===== src/rtl/jk_pkg.sv =====
// Shared constants for the JK excitation driver: FSM state encoding,
// {J,K} excitation codes and the legal upper bound of the check latency.
package jk_pkg;

  localparam logic [1:0] ST_IDLE   = 2'd0;
  localparam logic [1:0] ST_DRIVE  = 2'd1;
  localparam logic [1:0] ST_CHECK  = 2'd2;
  localparam logic [1:0] ST_REPORT = 2'd3;

  // Excitation codes are packed as {J,K}.
  localparam logic [1:0] EXC_HOLD = 2'b00;
  localparam logic [1:0] EXC_SET  = 2'b10;
  localparam logic [1:0] EXC_RST  = 2'b01;
  localparam logic [1:0] EXC_TOG  = 2'b11;

  localparam int CHECK_LAT_MAX = 15;
  localparam int CNT_W         = 4;

endpackage


===== src/rtl/jk_excite_lut.sv =====
// Combinational JK excitation lookup: {J,K} that moves Q from q_cur to tgt_bit.
// Build option JK_TOGGLE_PREF_EN fills don't-cares with 1 (toggle) on changes.
module jk_excite_lut
  import jk_pkg::*;
(
  input  logic       q_cur,
  input  logic       tgt_bit,
  output logic [1:0] jk
);

  always_comb begin
    // NOTE: assign a default before any branch so no path leaves jk unassigned and no latch is inferred.
    jk = EXC_HOLD;
    if (q_cur != tgt_bit) begin
`ifdef JK_TOGGLE_PREF_EN
      jk = EXC_TOG;
`else
      jk = tgt_bit ? EXC_SET : EXC_RST;
`endif
    end
  end

endmodule


===== src/rtl/jk_excite_driver.sv =====
// Drives an external JK flip-flop toward requested target bits, checks Q after
// CHECK_LAT cycles and reports match/mismatch. Option macro: JK_TOGGLE_PREF_EN.
module jk_excite_driver
  import jk_pkg::*;
#(
  parameter int CHECK_LAT = 1,
  parameter int ERR_W     = 8
) (
  input  logic             clk,
  input  logic             rst_n,
  input  logic             tgt_valid,
  input  logic             tgt_bit,
  output logic             tgt_ready,
  input  logic             q_in,
  input  logic             err_clr,
  output logic             j,
  output logic             k,
  output logic             done_valid,
  output logic             match,
  output logic [ERR_W-1:0] err_count
);

  localparam logic [CNT_W-1:0] WAIT_LOAD = CNT_W'(CHECK_LAT - 1);
  localparam logic [ERR_W-1:0] ERR_MAX   = '1;

  logic [1:0]       state;
  logic [CNT_W-1:0] wait_cnt;
  logic             tgt_r;
  logic [1:0]       exc;

  jk_excite_lut u_lut (
    .q_cur   (q_in),
    .tgt_bit (tgt_bit),
    .jk      (exc)
  );

  // NOTE: sequential state uses non-blocking assignments so every register samples pre-edge values.
  always_ff @(posedge clk or negedge rst_n) begin
    if (!rst_n) begin
      state      <= ST_IDLE;
      wait_cnt   <= '0;
      tgt_r      <= 1'b0;
      j          <= 1'b0;
      k          <= 1'b0;
      tgt_ready  <= 1'b1;
      done_valid <= 1'b0;
      match      <= 1'b0;
    end else begin
      case (state)
        ST_IDLE: begin
          if (tgt_valid) begin
            tgt_r     <= tgt_bit;
            {j, k}    <= exc;
            tgt_ready <= 1'b0;
            state     <= ST_DRIVE;
          end
        end
        ST_DRIVE: begin
          // The flip-flop has sampled J/K on this edge; release them so it holds.
          {j, k}   <= EXC_HOLD;
          wait_cnt <= WAIT_LOAD;
          state    <= ST_CHECK;
        end
        ST_CHECK: begin
          if (wait_cnt == '0) begin
            match      <= (q_in == tgt_r);
            done_valid <= 1'b1;
            state      <= ST_REPORT;
          end else begin
            wait_cnt <= wait_cnt - 1'b1;
          end
        end
        default: begin
          done_valid <= 1'b0;
          tgt_ready  <= 1'b1;
          state      <= ST_IDLE;
        end
      endcase
    end
  end

  // Clear wins over a same-edge increment; the count saturates at all-ones.
  always_ff @(posedge clk or negedge rst_n) begin
    if (!rst_n) begin
      err_count <= '0;
    end else if (err_clr) begin
      err_count <= '0;
    end else if (state == ST_REPORT && !match && err_count != ERR_MAX) begin
      err_count <= err_count + 1'b1;
    end
  end

endmodule


===== config.mk =====
export PLATFORM = sky130hd
export DESIGN_NAME = jk_excite_driver
export DESIGN_NICKNAME = d
export VERILOG_FILES = /design/src/rtl/jk_pkg.sv /design/src/rtl/jk_excite_lut.sv /design/src/rtl/jk_excite_driver.sv
export SDC_FILE = /design/constraint.sdc
export NUM_CORES = 1
export LEC_CHECK = 0
export BUFFER_PORTS_ARGS = -buffer_cell sky130_fd_sc_hd__buf_2
export CAP_MARGIN = 15
export CORE_ASPECT_RATIO = 1.25
export CORE_MARGIN = 3
export CORE_UTILIZATION = 40
export CTS_CLUSTER_DIAMETER = 120
export DETAILED_ROUTE_END_ITERATION = 7
export GPL_TIMING_DRIVEN = 1
export SYNTH_ARGS = -nofsm -noshare
export SYNTH_HDL_FRONTEND = slang
export SYNTH_SLANG_ARGS = --single-unit

===== constraint.sdc =====
create_clock -name clk -period 3.7 [get_ports clk]
set_input_delay 0.185 -clock clk [delete_from_list [all_inputs] [get_ports clk]]
set_output_delay 0.185 -clock clk [all_outputs]
set_load 0.02 [all_outputs]

# == Word-level counts from Yosys, hierarchy flattened ==
# Cells that the tools add are included.
# op_classes
addsub,2
eq_ne,9
n_mux,17
bitwise,2
n_reduce_logical,17
# ops
op,n
$mux W8,2
$reduce_and A2 Y1,7
$add A8 B1 Y8 const B,1
$mux W2,4
$ne A8 B8 Y1 const B,1
$pmux W1 S2,4
$pmux W4 S2,1
$ne A2 B2 Y1 const B,3
$pmux W2 S3,1
$reduce_bool A2 Y1,3
$eq A2 B2 Y1 const B,2
$logic_not A4 Y1,1
$mux W1,4
$mux W4,1
$reduce_or A2 Y1,2
$sub A4 B1 Y4 const B,1
$eq A2 B1 Y1 const B,1
$logic_and A1 B1 Y1,2
$logic_not A2 Y1,1
$not A1 Y1,2
$eq A1 B1 Y1,1
$logic_not A1 Y1,1
$ne A1 B1 Y1,1
# word_totals
ff_bits,20
input_bits,6

# == Longest topological paths before layout ==
# depth
word_depth,5
ltp_mapped,6

# == Hierarchy ==
# A second synthesis with hierarchy kept.
# unflattened
cells_unflattened,103
hier_area_um2,1088.5
# by_module_without_submodules
mod,n_inst,cells_each,area_each_um2,seq_area_each_um2
jk_excite_driver,1,101,1073.5,501.7
jk_excite_lut,1,2,15.0,0.0

# == Least setup slack after synthesis ==
# Ideal clock, no wire load.
# synth_path
path_kind,reg2reg
startpoint,register wait_cnt[0]
endpoint,register state[1]
t_arrival_ps,1538
required_time_ps,3575
path_slack_ps,2038
path_stages_with_launch,7
n_path_buf,0
synth_period_minus_slack_ps,1662
cell_sequence,dfrtp_1 > inv_1 > ha_1 > nor3b_2 > nand2b_1 > a21boi_2 > mux2_2
# synth_between
elab_chain_len,3
# synth_lines
element,line_no,rtl
start: declaration,jk_excite_driver.sv:27,logic [CNT_W-1:0] wait_cnt;
start signal: assignment,jk_excite_driver.sv:70,wait_cnt <= wait_cnt - 1'b1;
$logic_not A4 Y1,jk_excite_driver.sv:65,if (wait_cnt == '0) begin
$ne A2 B2 Y1 (no source line),n/a,
$reduce_and A2 Y1 (no source line),n/a,
end signal: assignment,jk_excite_driver.sv:62,state <= ST_CHECK;
end signal: assignment,jk_excite_driver.sv:68,state <= ST_REPORT;
end signal: assignment,jk_excite_driver.sv:76,state <= ST_IDLE;
end: declaration,jk_excite_driver.sv:26,logic [1:0] state;
# Every way passes these cells.
# A chain may end at the register's enable or synchronous reset.

# == Worst setup path after layout ==
# Ends and elaborated chain as after synthesis.

==> impl_results.md <==
* Largest cells by area after synthesis: sky130_fd_sc_hd__dfrtp_1 44%, sky130_fd_sc_hd__ha_1 6.9%, sky130_fd_sc_hd__a21oi_1 2.8%
* Final setup violation count at 0
* Post-Layout Inst Area at roughly 0.0012 mm²
* Sequential element share of the synthesized area at 46.0%
* Dpl ws at ~1.9 ns
* CTS tree: built
* Drt first-iter violations at 22
* Share of post-route cells with drive strength above 1 at about a quarter
* Hold Path Origin: err_clr
* Final #Nets at approximately 140
* Commonest cells after routing, fill and taps aside: 19 x sky130_fd_sc_hd__dfrtp_1, 18 x sky130_fd_sc_hd__buf_2, 7 x sky130_fd_sc_hd__inv_1, 7 x sky130_fd_sc_hd__nand2_1
* Post-DR vias/cell at 5.38
* Final worst path period need at about 1.8 ns
* Max-cap violations at 0
* Class of the most critical setup path: reg -> reg
* Top cell type's share of synthesized area at between 40% and 50%
* Sink count of the clock tree at 20
* Cell count after synthesis at ~110
* Terminus of the critical flop-to-flop path: state[1]$_DFFE_PN0P_
* Slew of the pin with the lowest slew margin at 0.510 ns
* Area leader, netlist: sky130_fd_sc_hd__dfrtp_1
* Residual DRC count at 0
* Count of standard-cell rows at 20
* I/O Buffers at 18
* Number of buffers added for setup after CTS at 0
* RSZ-0062 raised after global routing: false
* Static Leakage at about 0.63 nW
* Register-to-register setup slack at 1.87 ns
* Leading cell type in the layout, fill and taps excluded: sky130_fd_sc_hd__dfrtp_1
* Outcome: completed
* Hold Path Cell Cnt at 2
* # resized after CTS at 0
* Endpoint, Worst Hold: err_count[5]$_DFFE_PN0P_
* Ports placed on the boundary at 19
* Number of hold-repair buffers added at the cts stage at 1
* Worst setup skew after layout at roughly 0.00057 ns
* Initial Utilization at between 40 and 50%
* Required time worst endpoint at ~3.9 ns
* Highest clock rate at 0.546 GHz
* Number of flip-flops and latches in the synthesized netlist at 20
* Vertical die dimension at 64.4 µm
* CTS Buf Count at 3
* Number of nets in the synthesized netlist at ~120
* Min-Delay Path Class: in -> reg
* Global-route usage over all layers at 14.7%
* Maximum VDD drop at approximately 0.35 mV
* Placed Area at 0.00120 mm²
* Synth Flop Type: sky130_fd_sc_hd__dfrtp_1
* HPWL Detailed at 1550 µm
* Logic depth of the worst register-to-register path at 6
* Slowest cell on the critical path: sky130_fd_sc_hd__dfrtp_1
* First-pass iteration count of the detailed router at 3
* Share of async-settable or async-resettable flops after synthesis at 100%
* Critical Path Start Type: flop
* RD Place Congestion at 0.801
* Launching point of the worst reg2reg path: wait_cnt[0]$_DFFE_PN0P_
* Post-route clock period utilization at ~50%
* Global-route wire length before repair at between 3000 and 4000 µm
* Number of global-route vias before repair at a little under 900
* Setup TNS Final at 0 ns
* Number of distinct library cells after synthesis at 36
* Avg Cell Area, Syn at 10.4 µm²
* Cell chain of the critical path: inv_1 > ha_1 > nor3b_2 > nand2b_1 > a21boi_2 > mux2_2
* Largest net degree at the start of global routing at 21
* Post-layout total power at 0.000746 W
* Pins over their slew limit at 0
* Antenna violations before repair at 0
* Diode count at 0
* Final Routed Wirelength at between 2000 and 2500 µm
* CTS HTree Levels at 1
* Arrival time at the worst endpoint at roughly 2.0 ns
* Synth-to-layout area growth at 14.2%
* Antenna Violating Nets Remaining at 0
* Clock transition at the register clock pins on the worst setup and hold paths after CTS at about 0.11 ns
* Number of hold-slack violations in the final timing report at 0
* Root buffer cell: sky130_fd_sc_hd__clkbuf_4
* Minimum setup slack in the final design at around 1.9 ns
* Remaining global-route overflow at 0
* Crit. End Element: flop
* Count of flip-flops with a built-in enable after synthesis at 0
* Clock Latency Late Sink at 0.29 ns
* Area of the mapped netlist at roughly 0.0011 mm²
* Worst slew margin at about two thirds
* Slowest Stage Delay on Critical Path at 0.39 ns
* Routed via count at approximately 850
* Synth Warn # at 0
* Overall die area at approximately 0.0034 mm²
* Power density over the cells at approximately 600 mW/mm²
* WL/cell at around 13 µm
* Max Fanout on Critical Path at 6
* Total core area at 0.00253 mm²
* Chip Width at roughly 53 µm
* Buffer depth of the longest clock path at 2
-- how the worst max path moves through the flow --
stage / start / endpoint / cells after the start
after CTS: wait_cnt[0]$_DFFE_PN0P_ / state[1]$_DFFE_PN0P_ / 6
after global routing: wait_cnt[0]$_DFFE_PN0P_ / state[1]$_DFFE_PN0P_ / 6
final: wait_cnt[0]$_DFFE_PN0P_ / state[1]$_DFFE_PN0P_ / 6
after detailed placement: wait_cnt[0]$_DFFE_PN0P_ / state[1]$_DFFE_PN0P_ / 6
after global placement: wait_cnt[0]$_DFFE_PN0P_ / state[1]$_DFFE_PN0P_ / 6
after floorplan: wait_cnt[0]$_DFFE_PN0P_ / state[1]$_DFFE_PN0P_ / 6
-- where the power goes --
part | internal [W] | switching (W)
clock | 0.0000600 | 0.0000660
combinational | 0.000122 | 0.000188
sequential | 0.000272 | 0.0000379
total | 0.000454 | 0.000292
-- per-layer routing --
layer  vias up  part of all wire [%]  track usage (%)
met5         -                     0                0
met3         4                   3.6             3.03
met4         0                   1.4             6.07
met2        14                    50             24.7
li1        419                     -                -
met1       408                    45             17.9
-- cells in the mapped netlist, types with 2 or more instances --
master and n:
sky130_fd_sc_hd__dfrtp_1 19, sky130_fd_sc_hd__inv_1 7, sky130_fd_sc_hd__nand2_1 7, sky130_fd_sc_hd__a21oi_1 6, sky130_fd_sc_hd__ha_1 6, sky130_fd_sc_hd__nor2_1 6
sky130_fd_sc_hd__o21ai_0 6, sky130_fd_sc_hd__a21o_1 4, sky130_fd_sc_hd__nor3_1 4, sky130_fd_sc_hd__a22o_1 3, sky130_fd_sc_hd__o31ai_1 3, sky130_fd_sc_hd__or4_1 3
sky130_fd_sc_hd__xor2_1 3, sky130_fd_sc_hd__clkbuf_1 2, sky130_fd_sc_hd__mux2_2 2, sky130_fd_sc_hd__nand3_1 2, sky130_fd_sc_hd__nor4b_1 2, sky130_fd_sc_hd__or3_1 2
-- flip-flops by register name, summed over array words and instances (netlist names) --
name,count
match,1
k,1
state,2
wait_cnt,4
err_count,8
done_valid,1
tgt_ready,1
tgt_r,1
j,1
-- layout make-up --
| class | count | area, µm² |
|---|---|---|
| multi-input cells | 74 | 541 |
| repair buffers | 19 | 100 |
| flip-flops and latches | 20 | 502 |
| inverters | 7 | 26.3 |
| well taps | 33 | 41.3 |
| clock buffers | 4 | 36.3 |
| fillers | 237 | 1280 |
-- cells by family (layout without fill, tap and decap cells) --
family / Yosys count / count (layout) / synth area share, %
adders and majority gates: 6 / 6 / 6.88
muxes: 3 / 3 / 2.98
xor gates and xnor gates: 3 / 3 / 2.41
AOI/OAI and AO/OA: 29 / 29 / 19.6
buffers and inverters: 11 / 30 / 4.47
DFF: 20 / 20 / 46.0
and+or+nand+nor: 33 / 33 / 17.7
-- worst max-delay path: cells and delay by family, from the launching register on --
family	cells	cell delay (ns)
buffers and inverters	1	0.09
and+or+nand+nor	2	0.51
muxes	1	0.35
AOI/OAI and AO/OA	1	0.18
DFF	1	0.39
adders and majority gates	1	0.21
-- through the flow --
| stage | hold slack [ns] | utilization (%) | std cells |
|---|---|---|---|
| 4_1_cts | 0.132 | 49.3 | 157 |
| 5_1_grt | 0.142 | 49.3 | 157 |
| 3_5_place_dp | 0.164 | 47.5 | 152 |
| 6_report | 0.145 | 49.3 | 157 |
| 2_1_floorplan | -0.111 | - | 105 |
| 3_3_place_gp | 0.161 | 47.5 | 152 |
Note: power is estimated with default switching activity, not from simulation.
